`config.mk`:
```
export PLATFORM = sky130hd
export DESIGN_NAME = writeback_pc_unit_flat
export DESIGN_NICKNAME = d
export VERILOG_FILES = /design/src/rtl/writeback_pc_unit_if.sv /design/src/rtl/writeback_pc_unit.sv /design/src/flat_wrapper.sv
export SDC_FILE = /design/constraint.sdc
export NUM_CORES = 1
export LEC_CHECK = 0
export CAP_MARGIN = 0
export CORE_UTILIZATION = 53
export CTS_CLUSTER_SIZE = 12
export DETAILED_ROUTE_END_ITERATION = 6
export PLACE_DENSITY = 0.9
export SLEW_MARGIN = 20
export SYNTH_ARGS = -nofsm -noshare
export SYNTH_HDL_FRONTEND = slang
export SYNTH_SLANG_ARGS = --single-unit
export TNS_END_PERCENT = 20
```
`constraint.sdc`:
```
create_clock -name clk -period 5.2 [get_ports clk]
set_clock_uncertainty 0.1 [all_clocks]
set_input_delay 0.78 -clock clk [delete_from_list [all_inputs] [get_ports clk]]
set_output_delay 0.78 -clock clk [all_outputs]
set_load 0.01 [all_outputs]
```
`src/rtl/writeback_pc_unit_if.sv`:
```
// Handshake and data bus of the write-back / next-PC stage.
// master: the side that issues retiring instructions and UART receive data.
// slave:  the writeback_pc_unit itself.
interface writeback_pc_unit_if #(
    parameter int INST_MEM_WIDTH = 14,
    parameter int DATA_WIDTH     = 32
);
    // retiring instruction
    logic                      in_valid;
    logic                      in_ready;
    logic                      RegWrite;
    logic [1:0]                MemtoReg;
    logic                      UARTtoReg;
    logic [2:0]                Branch;
    logic [DATA_WIDTH-1:0]     read_data;
    logic [DATA_WIDTH-1:0]     register_data;
    logic [DATA_WIDTH-1:0]     alu_result;
    logic [4:0]                rd;
    logic [25:0]               inst_index;
    logic [INST_MEM_WIDTH-1:0] pc;
    logic [INST_MEM_WIDTH-1:0] pc2;
    // UART receive
    logic                      uart_rx_valid;
    logic [DATA_WIDTH-1:0]     uart_rx_data;
    logic                      uart_rx_ready;
    // results
    logic                      out_valid;
    logic                      RegWrite_next;
    logic [4:0]                rd_next;
    logic [DATA_WIDTH-1:0]     data;
    logic                      UART_write_enable;
    logic [INST_MEM_WIDTH-1:0] pc_generated;
    logic                      ras_empty;

    modport master (
        output in_valid, RegWrite, MemtoReg, UARTtoReg, Branch,
               read_data, register_data, alu_result, rd, inst_index, pc, pc2,
               uart_rx_valid, uart_rx_data,
        input  in_ready, uart_rx_ready, out_valid, RegWrite_next, rd_next, data,
               UART_write_enable, pc_generated, ras_empty
    );

    modport slave (
        input  in_valid, RegWrite, MemtoReg, UARTtoReg, Branch,
               read_data, register_data, alu_result, rd, inst_index, pc, pc2,
               uart_rx_valid, uart_rx_data,
        output in_ready, uart_rx_ready, out_valid, RegWrite_next, rd_next, data,
               UART_write_enable, pc_generated, ras_empty
    );
endinterface

```
`src/rtl/writeback_pc_unit.sv`:
```
// writeback_pc_unit: registered write-back source select and next-PC
// computation for one retiring instruction per cycle. Instructions that read
// the UART stall in WAIT_RX until receive data arrives.
// Optional feature macro: WRITEBACK_PC_RAS_EN builds a return-address stack
// used by Branch 100 (call, push) and 110 (return, pop). Without it, 100 acts
// as a plain jump and 110 as a register jump, and ras_empty is tied high.
module writeback_pc_unit #(
    parameter int INST_MEM_WIDTH = 14,
    parameter int DATA_WIDTH     = 32,
    parameter int RAS_DEPTH      = 4
) (
    input logic               clk,
    input logic               rstn,
    writeback_pc_unit_if.slave bus
);
    localparam int IW = INST_MEM_WIDTH;
    localparam int DW = DATA_WIDTH;

    typedef enum logic [0:0] {
        RUN     = 1'b0,
        WAIT_RX = 1'b1
    } state_t;

    state_t          state_r;

    // instruction held while waiting for UART data
    logic            lat_rw_r;
    logic [1:0]      lat_m2r_r;
    logic [2:0]      lat_br_r;
    logic [DW-1:0]   lat_rdata_r;
    logic [DW-1:0]   lat_regd_r;
    logic [DW-1:0]   lat_alu_r;
    logic [4:0]      lat_rd_r;
    logic [IW-1:0]   lat_idx_r;
    logic [IW-1:0]   lat_pc_r;
    logic [IW-1:0]   lat_pc2_r;

    // instruction being completed this cycle (bus or latched copy)
    logic            sel_rw_s;
    logic [1:0]      sel_m2r_s;
    logic            sel_u2r_s;
    logic [2:0]      sel_br_s;
    logic [DW-1:0]   sel_rdata_s;
    logic [DW-1:0]   sel_regd_s;
    logic [DW-1:0]   sel_alu_s;
    logic [4:0]      sel_rd_s;
    logic [IW-1:0]   sel_idx_s;
    logic [IW-1:0]   sel_pc_s;
    logic [IW-1:0]   sel_pc2_s;

    logic            accept_s;
    logic            complete_s;
    logic [IW-1:0]   pc1_s;
    logic [IW-1:0]   ret_target_s;
    logic [IW-1:0]   next_pc_s;
    logic [DW-1:0]   wb_data_s;

    logic            out_valid_r;
    logic            reg_write_r;
    logic [4:0]      rd_next_r;
    logic [DW-1:0]   data_r;
    logic            uart_we_r;
    logic [IW-1:0]   pc_gen_r;

    // upper jump-field bits lie outside the instruction memory
    logic            unused_idx_s;
    assign unused_idx_s = ^bus.inst_index[25:IW];

    assign accept_s          = bus.in_valid && (state_r == RUN);
    assign bus.in_ready      = (state_r == RUN);
    assign bus.uart_rx_ready = (state_r == WAIT_RX) || (accept_s && bus.UARTtoReg);

    // Stage state and capture of a stalled UART-read instruction
    always_ff @(posedge clk or negedge rstn) begin
        if (!rstn) begin
            state_r     <= RUN;
            lat_rw_r    <= 1'b0;
            lat_m2r_r   <= 2'b00;
            lat_br_r    <= 3'b000;
            lat_rdata_r <= {DW{1'b0}};
            lat_regd_r  <= {DW{1'b0}};
            lat_alu_r   <= {DW{1'b0}};
            lat_rd_r    <= 5'd0;
            lat_idx_r   <= {IW{1'b0}};
            lat_pc_r    <= {IW{1'b0}};
            lat_pc2_r   <= {IW{1'b0}};
        end else begin
            case (state_r)
                RUN: begin
                    if (accept_s && bus.UARTtoReg && !bus.uart_rx_valid) begin
                        state_r     <= WAIT_RX;
                        lat_rw_r    <= bus.RegWrite;
                        lat_m2r_r   <= bus.MemtoReg;
                        lat_br_r    <= bus.Branch;
                        lat_rdata_r <= bus.read_data;
                        lat_regd_r  <= bus.register_data;
                        lat_alu_r   <= bus.alu_result;
                        lat_rd_r    <= bus.rd;
                        lat_idx_r   <= bus.inst_index[IW-1:0];
                        lat_pc_r    <= bus.pc;
                        lat_pc2_r   <= bus.pc2;
                    end
                end
                WAIT_RX: begin
                    if (bus.uart_rx_valid) begin
                        state_r <= RUN;
                    end
                end
                default: state_r <= RUN;
            endcase
        end
    end

    // Pick the live bus fields in RUN, the captured copy in WAIT_RX
    always_comb begin
        if (state_r == WAIT_RX) begin
            sel_rw_s    = lat_rw_r;
            sel_m2r_s   = lat_m2r_r;
            sel_u2r_s   = 1'b1;
            sel_br_s    = lat_br_r;
            sel_rdata_s = lat_rdata_r;
            sel_regd_s  = lat_regd_r;
            sel_alu_s   = lat_alu_r;
            sel_rd_s    = lat_rd_r;
            sel_idx_s   = lat_idx_r;
            sel_pc_s    = lat_pc_r;
            sel_pc2_s   = lat_pc2_r;
        end else begin
            sel_rw_s    = bus.RegWrite;
            sel_m2r_s   = bus.MemtoReg;
            sel_u2r_s   = bus.UARTtoReg;
            sel_br_s    = bus.Branch;
            sel_rdata_s = bus.read_data;
            sel_regd_s  = bus.register_data;
            sel_alu_s   = bus.alu_result;
            sel_rd_s    = bus.rd;
            sel_idx_s   = bus.inst_index[IW-1:0];
            sel_pc_s    = bus.pc;
            sel_pc2_s   = bus.pc2;
        end
    end

    // An instruction completes once it no longer needs UART data
    always_comb begin
        complete_s = 1'b0;
        if (state_r == WAIT_RX) begin
            complete_s = bus.uart_rx_valid;
        end else if (accept_s) begin
            complete_s = !bus.UARTtoReg || bus.uart_rx_valid;
        end else begin
            complete_s = 1'b0;
        end
    end

    // pc+1 wraps naturally at the address width
    assign pc1_s = sel_pc_s + IW'(1);

    // Write-back source select; UART receive data overrides MemtoReg
    always_comb begin
        wb_data_s = sel_alu_s;
        if (sel_u2r_s) begin
            wb_data_s = bus.uart_rx_data;
        end else begin
            case (sel_m2r_s)
                2'b00:   wb_data_s = sel_alu_s;
                2'b01:   wb_data_s = sel_rdata_s;
                2'b10:   wb_data_s = {{(DW-IW){1'b0}}, pc1_s};
                2'b11:   wb_data_s = sel_regd_s;
                default: wb_data_s = sel_alu_s;
            endcase
        end
    end

    // Next-PC mode decode
    always_comb begin
        next_pc_s = pc1_s;
        case (sel_br_s)
            3'b000:  next_pc_s = pc1_s;
            3'b001:  next_pc_s = (sel_alu_s == {DW{1'b0}}) ? sel_pc2_s : pc1_s;
            3'b010:  next_pc_s = (sel_alu_s != {DW{1'b0}}) ? sel_pc2_s : pc1_s;
            3'b011:  next_pc_s = sel_idx_s;
            3'b100:  next_pc_s = sel_idx_s;
            3'b101:  next_pc_s = sel_regd_s[IW-1:0];
            3'b110:  next_pc_s = ret_target_s;
            3'b111:  next_pc_s = pc1_s;
            default: next_pc_s = pc1_s;
        endcase
    end

`ifdef WRITEBACK_PC_RAS_EN
    localparam int PW = $clog2(RAS_DEPTH);
    localparam int CW = PW + 1;

    logic [IW-1:0] ras_mem_r [RAS_DEPTH];
    logic [PW-1:0] ras_ptr_r;     // next slot to write; top is ptr-1
    logic [CW-1:0] ras_cnt_r;
    logic          ras_empty_r;
    logic          push_s;
    logic          pop_s;
    logic [IW-1:0] ras_top_s;

    assign ras_top_s     = ras_mem_r[ras_ptr_r - PW'(1)];
    assign push_s        = complete_s && (sel_br_s == 3'b100);
    assign pop_s         = complete_s && (sel_br_s == 3'b110) && (ras_cnt_r != CW'(0));
    assign ret_target_s  = (ras_cnt_r != CW'(0)) ? ras_top_s : sel_regd_s[IW-1:0];
    assign bus.ras_empty = ras_empty_r;

    // Circular return-address stack; a push when full overwrites the oldest
    always_ff @(posedge clk or negedge rstn) begin
        if (!rstn) begin
            for (int i = 0; i < RAS_DEPTH; i++) begin
                ras_mem_r[i] <= {IW{1'b0}};
            end
            ras_ptr_r   <= {PW{1'b0}};
            ras_cnt_r   <= {CW{1'b0}};
            ras_empty_r <= 1'b1;
        end else if (push_s) begin
            ras_mem_r[ras_ptr_r] <= pc1_s;
            ras_ptr_r            <= ras_ptr_r + PW'(1);
            ras_cnt_r            <= (ras_cnt_r == CW'(RAS_DEPTH)) ? ras_cnt_r : ras_cnt_r + CW'(1);
            ras_empty_r          <= 1'b0;
        end else if (pop_s) begin
            ras_ptr_r   <= ras_ptr_r - PW'(1);
            ras_cnt_r   <= ras_cnt_r - CW'(1);
            ras_empty_r <= (ras_cnt_r == CW'(1));
        end else begin
            ras_ptr_r   <= ras_ptr_r;
            ras_cnt_r   <= ras_cnt_r;
            ras_empty_r <= ras_empty_r;
        end
    end
`else
    localparam int unused_ras_depth = RAS_DEPTH;

    assign ret_target_s  = sel_regd_s[IW-1:0];
    assign bus.ras_empty = 1'b1;
`endif

    // Result registers: strobes pulse with out_valid, data fields hold
    always_ff @(posedge clk or negedge rstn) begin
        if (!rstn) begin
            out_valid_r <= 1'b0;
            reg_write_r <= 1'b0;
            uart_we_r   <= 1'b0;
            rd_next_r   <= 5'd0;
            data_r      <= {DW{1'b0}};
            pc_gen_r    <= {IW{1'b0}};
        end else if (complete_s) begin
            out_valid_r <= 1'b1;
            reg_write_r <= sel_rw_s && (sel_m2r_s != 2'b11);
            uart_we_r   <= (sel_m2r_s == 2'b11);
            rd_next_r   <= sel_rd_s;
            data_r      <= wb_data_s;
            pc_gen_r    <= next_pc_s;
        end else begin
            out_valid_r <= 1'b0;
            reg_write_r <= 1'b0;
            uart_we_r   <= 1'b0;
        end
    end

    assign bus.out_valid         = out_valid_r;
    assign bus.RegWrite_next     = reg_write_r;
    assign bus.UART_write_enable = uart_we_r;
    assign bus.rd_next           = rd_next_r;
    assign bus.data              = data_r;
    assign bus.pc_generated      = pc_gen_r;
endmodule

```
`src/flat_wrapper.sv`:
```
// flat-port wrapper written by rule: the top's interface ports become plain ports
module writeback_pc_unit_flat 
#(
    parameter int INST_MEM_WIDTH = 14,
    parameter int DATA_WIDTH     = 32,
    parameter int RAS_DEPTH      = 4
)
  (clk, rstn, bus_in_valid, bus_RegWrite, bus_MemtoReg, bus_UARTtoReg, bus_Branch, bus_read_data, bus_register_data, bus_alu_result, bus_rd, bus_inst_index, bus_pc, bus_pc2, bus_uart_rx_valid, bus_uart_rx_data, bus_in_ready, bus_uart_rx_ready, bus_out_valid, bus_RegWrite_next, bus_rd_next, bus_data, bus_UART_write_enable, bus_pc_generated, bus_ras_empty);
  writeback_pc_unit_if #(.INST_MEM_WIDTH(INST_MEM_WIDTH), .DATA_WIDTH(DATA_WIDTH)) bus_i ();
  input logic clk;
  input logic rstn;
  input wire logic [$bits(bus_i.in_valid)-1:0] bus_in_valid;
  input wire logic [$bits(bus_i.RegWrite)-1:0] bus_RegWrite;
  input wire logic [$bits(bus_i.MemtoReg)-1:0] bus_MemtoReg;
  input wire logic [$bits(bus_i.UARTtoReg)-1:0] bus_UARTtoReg;
  input wire logic [$bits(bus_i.Branch)-1:0] bus_Branch;
  input wire logic [$bits(bus_i.read_data)-1:0] bus_read_data;
  input wire logic [$bits(bus_i.register_data)-1:0] bus_register_data;
  input wire logic [$bits(bus_i.alu_result)-1:0] bus_alu_result;
  input wire logic [$bits(bus_i.rd)-1:0] bus_rd;
  input wire logic [$bits(bus_i.inst_index)-1:0] bus_inst_index;
  input wire logic [$bits(bus_i.pc)-1:0] bus_pc;
  input wire logic [$bits(bus_i.pc2)-1:0] bus_pc2;
  input wire logic [$bits(bus_i.uart_rx_valid)-1:0] bus_uart_rx_valid;
  input wire logic [$bits(bus_i.uart_rx_data)-1:0] bus_uart_rx_data;
  output wire logic [$bits(bus_i.in_ready)-1:0] bus_in_ready;
  output wire logic [$bits(bus_i.uart_rx_ready)-1:0] bus_uart_rx_ready;
  output wire logic [$bits(bus_i.out_valid)-1:0] bus_out_valid;
  output wire logic [$bits(bus_i.RegWrite_next)-1:0] bus_RegWrite_next;
  output wire logic [$bits(bus_i.rd_next)-1:0] bus_rd_next;
  output wire logic [$bits(bus_i.data)-1:0] bus_data;
  output wire logic [$bits(bus_i.UART_write_enable)-1:0] bus_UART_write_enable;
  output wire logic [$bits(bus_i.pc_generated)-1:0] bus_pc_generated;
  output wire logic [$bits(bus_i.ras_empty)-1:0] bus_ras_empty;
  assign bus_i.in_valid = bus_in_valid;
  assign bus_i.RegWrite = bus_RegWrite;
  assign bus_i.MemtoReg = bus_MemtoReg;
  assign bus_i.UARTtoReg = bus_UARTtoReg;
  assign bus_i.Branch = bus_Branch;
  assign bus_i.read_data = bus_read_data;
  assign bus_i.register_data = bus_register_data;
  assign bus_i.alu_result = bus_alu_result;
  assign bus_i.rd = bus_rd;
  assign bus_i.inst_index = bus_inst_index;
  assign bus_i.pc = bus_pc;
  assign bus_i.pc2 = bus_pc2;
  assign bus_i.uart_rx_valid = bus_uart_rx_valid;
  assign bus_i.uart_rx_data = bus_uart_rx_data;
  assign bus_in_ready = bus_i.in_ready;
  assign bus_uart_rx_ready = bus_i.uart_rx_ready;
  assign bus_out_valid = bus_i.out_valid;
  assign bus_RegWrite_next = bus_i.RegWrite_next;
  assign bus_rd_next = bus_i.rd_next;
  assign bus_data = bus_i.data;
  assign bus_UART_write_enable = bus_i.UART_write_enable;
  assign bus_pc_generated = bus_i.pc_generated;
  assign bus_ras_empty = bus_i.ras_empty;
  writeback_pc_unit #(.INST_MEM_WIDTH(INST_MEM_WIDTH), .DATA_WIDTH(DATA_WIDTH), .RAS_DEPTH(RAS_DEPTH)) u_core (.clk(clk), .rstn(rstn), .bus(bus_i));
endmodule
```
; ---- Yosys cells after proc, flatten, opt, wreduce, memory -nomap -nowiden
; Cells that the tools add are included.
[word_totals]
elab_cells = 70
in_bits = 198
regBits = 204
output_inout_bits = 57
[classes]
add_sub_neg = 1
mux = 24
eq_ne = 11
n_bitwise = 1
n_reduce_logical = 16
[op_table]
columns = operator, n
row1 = two-way mux 32 bit, 4
row2 = case mux 32 bit (4 select lines), 1
row3 = two-way mux 14 bit, 5
row4 = case mux 14 bit (5 select lines), 1
row5 = zero test 32 bit, 1
row6 = nonzero test 32 bit, 1
row7 = adder 14 x 1 -> 14 bit (second input constant), 1
row8 = equality test 3 bit (second input constant), 4
row9 = two-way mux 1 bit, 9
row10 = equality test 3 x 2 -> 1 bit (second input constant), 2
row11 = OR reduction 2 bit, 3
row12 = two-way mux 5 bit, 1
row13 = equality test 2 bit (second input constant), 2
row14 = logical AND 1 bit, 4
row15 = equality test 3 x 1 -> 1 bit (second input constant), 1
row16 = zero test 3 bit, 1
row17 = two-way mux 3 bit, 1
row18 = equality test 2 x 1 -> 1 bit (second input constant), 1
row19 = zero test 1 bit, 2
row20 = zero test 2 bit, 1
row21 = logical OR 1 bit, 2
row22 = two-way mux 2 bit, 1
row23 = != test 2 bit (second input constant), 1
row24 = case mux 1 bit (2 select lines), 1
row25 = 2 further kinds, 2

; ---- Longest topological paths before layout
[logic_depth]
word_depth = 6
depth_mapped = 14
depth_no_buf = 8

; ---- Least setup slack after synthesis
; Ideal clock, no wire load.
[synth_path]
path_kind = flip-flop to flip-flop
start = register u_core.state_r
end = register u_core.pc_gen_r[4] (netlist: u_core.bus.pc_generated[4])
t_arrival_ps = 2924
path_buffers = 6
period_less_slack_ps = 3150
setup_slack_ps = 2050
required_ps = 4974
setup_time_ps = 126
stages_incl_launch_ff = 15
cell_sequence = dfrtp_1 -> buf_6 -> buf_6 -> buf_6 -> buf_4 -> buf_4 -> buf_4 -> mux2_2 -> ha_1 -> inv_1 -> a21oi_4 -> xor2_2 -> o22ai_1 -> a211o_1 -> o32a_1
[synth_between]
elab_chain_cells = 4
word_cells_on_any_way = 27
cone_classes = 1 x add/sub / 7 x eq/ne / 11 x mux / 1 x bitwise / 7 x reduce/logical
[synth_lines]
columns = element, line_no
row1 = start: declaration, writeback_pc_unit.sv:24  ; state_t state_r;
row2 = start signal: assignment, writeback_pc_unit.sv:76  ; state_r <= RUN;
row3 = start signal: assignment, writeback_pc_unit.sv:91  ; state_r <= WAIT_RX;
row4 = start signal: assignment, writeback_pc_unit.sv:106  ; state_r <= RUN;
row5 = two-way mux 14 bit (tied with other cells), writeback_pc_unit.sv:116  ; if (state_r == WAIT_RX) begin
row6 = adder 14 x 1 -> 14 bit (tied with other cells), writeback_pc_unit.sv:156  ; assign pc1_s = sel_pc_s + IW'(1);
row7 = two-way mux 14 bit (tied with other cells), writeback_pc_unit.sv:180  ; 3'b010: next_pc_s = (sel_alu_s != {DW{1'b0}}) ? sel_pc2_s : pc1_s;
row8 = case mux 14 bit (5 select lines) / two-way mux 1 bit (equally long branches), "writeback_pc_unit.sv:177, writeback_pc_unit.sv:146"
row9 = end signal: assignment, writeback_pc_unit.sv:247  ; pc_gen_r <= {IW{1'b0}};
row10 = end signal: assignment, writeback_pc_unit.sv:254  ; pc_gen_r <= next_pc_s;
row11 = end: declaration, writeback_pc_unit.sv:63  ; logic [IW-1:0] pc_gen_r;
; Several ways; a longest one is shown, not always the timed one.
; A chain may end at the register's enable or synchronous reset.

; ---- Worst setup path in the final report
[layout_path]
start = register u_core.state_r
end = register u_core.pc_gen_r[3] (netlist: u_core.bus.pc_generated[3])
; The elaborated chain is that of the path after synthesis.

==> run_results.csv <==
group,metric,value,unit
sta,relSlewSlack,36.20,%
setup_path,critPathSlowestCell,"dfrtp_4",
layout,nets,1332,
cts,cts_resized,0,
synth,yosysWarnings,0,
sta,setup_viol,0,
sta,period_share,64.90,%
floorplan,coreArea,0.01736,sq mm
floorplan,die_w,135.7,microns
sta,hold_viol,0,
place,post_dp_cell_area,0.01192,sq mm
sta,fmax,0.2963,GHz
setup_path,crit_type,"reg -> reg",
synth,synth_edf_count,0,
floorplan,start_util,54.62,%
synth,yosysSeqAreaShare,43.02,%
route,viasPerCell,6.420,
synth,synth_fp_nets,1133,
layout,stdcell_area,0.01249,sq mm
layout,area_growth,31.75,%
pwr,total_power,0.004135,W
pwr,leakagePower,4.886,nW
cts,cts_root_buf,"clkbuf_16",
cts,tritoncts,"yes",
route,drt_wl_total,30460,microns
global_route,grt_pass1_vias,8561,
synth,synth_top_flop_cell,"dfrtp_1",
floorplan,rows,48,
place,dp_slack,1625,ps
pwr,ir_worst_vdd,0.2477,mV
synth,ys_ff_latch,163,
place,port_buffers,241,
layout,final_common_cell,"clkdlybuf4s50_1",
synth,synth_cells,934,
run,drv_cap,0,
place,place_congestion,0.9125,
cts,cts_setup_buffers,0,
setup_path,path_buf_inv,0,
synth,syn_avg_cell_area,10.15,sq um
synth,yosys-top-cells-area,"dfrtp_1 (43%), mux2_2 (14%), mux2i_1 (8.4%), nor2_1 (3.6%), a21oi_1 (3.3%)",
global_route,grt_pass1_wl,47340,microns
setup_path,cp_max_fo,50,
setup_path,critical-path-top-delay-family,"simple AND/OR/NAND/NOR gates",
setup_path,slowest_delay,910,ps
setup_path,cp.required,5450,ps
floorplan,die_area,0.01843,sq mm
cts,cts_buffers,17,
cts,clk_pin_slew,70,ps
sta,final_max_slew_viol_count,0,
route,drt-initial-drc-count,1140,
sta,rsz0062_at_grt,"false",
setup_path,cp-end-kind,"register",
worst_hold_path,hp-class,"in -> async",
sta,setup-tns-final,0,ps
run_status,status,"completed",
layout,final_cell_mix,"clkdlybuf4s50_1 (240), dfrtp_1 (162), mux2_2 (118), nor2_1 (90), mux2i_1 (78)",
route,drc,0,
synth,synth_largest_area_cell,"dfrtp_1",
layout,diodes,0,
layout,drive_gt1_share,17.10,%
synth,yosysTopAreaCellShare,43.02,%
sta,setup_slack,1825,ps
cts,cts.sinks,163,
global_route,antenna_found_initial,0,
setup_path,cp.arrival,3620,ps
floorplan,io_pins,255,
sta,worstMarginPinSlew,957.0,ps
cts,postCtsHoldBufs,0,
synth,ys_types,81,
floorplan,die-height,135.7,microns
pwr,power.density,331.0,mW/mm^2
setup_path,cp-start-kind,"register",
cts,htree_num_levels,4,
place,hpwlAfterDp,21970,microns
route,drtAntennaViolNets,0,
cts,clock_path_buffers,2,
synth,synth-async-reset-ratio,100.0,%
cts,clk_latency,440,ps
route,routedWlPerCell,22.22,microns
global_route,grt-ovfl-total,0,
route,first_pass_iters,6,
global_route,grt_usage,34.13,%
synth,syn_area,0.009480,sq mm
global_route,grt_max_degree,98,
route,vias,8802,
setup_path,crit_path_cell_trace,"nor4b_1, nand4_1, o22ai_2, nand2_2, or3_1, a31oi_1",
sta,finalCriticalPeriod,3375,ps
## final timing paths
check / from / to / slack (ps) / cells past startpoint
hold reg to reg: u_core.bus.data[14] / u_core.bus.data[14] / 380 / 2
setup reg to reg: u_core.state_r / u_core.bus.pc_generated[3] / 1830 / 6
hold / removal: rstn / u_core.lat_pc_r[0] / 340 / 1
max in group asynchronous: rstn / u_core.lat_pc2_r[6] / 3600 / 2
setup / recovery: u_core.state_r / u_core.bus.pc_generated[3] / 1830 / 6
min in group clk: u_core.bus.data[14] / u_core.bus.data[14] / 380 / 2
## cell type report
class,count,area (sq um)
sequential,163,4083
inverter,7,26.28
clock inverter,13,127.6
clock buffer,19,442.9
multi-input combinational,693,5041
timing repair buffer,251,2489
fill,1188,4866
tap,225,281.5
## sequential cells by signal (all words and copies together) (netlist names)
| name | cells |
|---|---|
| u_core.bus.RegWrite_next | 1 |
| u_core.bus.UART_write_enable | 1 |
| u_core.bus.data | 32 |
| u_core.bus.out_valid | 1 |
| u_core.bus.pc_generated | 14 |
| u_core.bus.rd_next | 5 |
| u_core.lat_alu_r | 32 |
| u_core.lat_br_r | 3 |
| u_core.lat_idx_r | 14 |
| u_core.lat_m2r_r | 2 |
| u_core.lat_pc2_r | 14 |
| u_core.lat_pc_r | 14 |
| u_core.lat_rd_r | 5 |
| u_core.lat_rdata_r | 9 |
| u_core.lat_regd_r | 14 |
| u_core.lat_rw_r | 1 |
| u_core.state_r | 1 |
## cell usage after synthesis, types with 4 or more instances
master and count:
or3_1 5, nor2_1 90, buf_6 4, buf_1 9, nand3_1 35, nor4_1 9, inv_1 5, mux2i_1 80
mux2_2 118, a221oi_1 5, buf_2 24, o221ai_1 7, nor3_1 6, xnor2_1 6, o21ai_1 7, and3_1 5
o21ai_0 50, a211oi_1 9, xor2_1 8, a31oi_1 12, a21oi_1 63, buf_4 8, nand3b_1 8, o211ai_1 14
o311ai_1 7, nand4_1 5, nand2_1 69, clkbuf_1 26, dfrtp_1 163
## per-layer routing
layer / global-route usage (%) / share of wire, %
met5: 0 / 0
met4: 12.17 / 3.8
met3: 6.360 / 9.6
met2: 53.49 / 46
met1: 47.10 / 40
## power breakdown
part	switching (W)	internal, W
Sequential	0.000204	0.00154
Clock	0.000557	0.000680
Combinational	0.000548	0.000608
## through the flow
step	hold WS [ps]	util (%)	std cells
global route	401.4	71.97	1371
finish	342.5	71.97	1371
global placement	360.2	68.66	1339
CTS	385.0	71.94	1371
floorplan	372.5	-	934
detailed placement	369.6	68.66	1339
## logic make-up (layout without fill, tap and decap cells)
family / count (synthesis) / in the layout / share of synthesized area (%)
compound gates: 216 / 216 / 15.19
fa+ha+maj: 1 / 1 / 0.1320
flops: 163 / 163 / 43.02
other cells: 1 / 1 / 0.03956
buf+inv: 78 / 290 / 4.039
mux: 199 / 199 / 22.70
simple gates: 261 / 261 / 13.41
xor+xnor: 15 / 15 / 1.465
(Power assumes the default switching activity.)
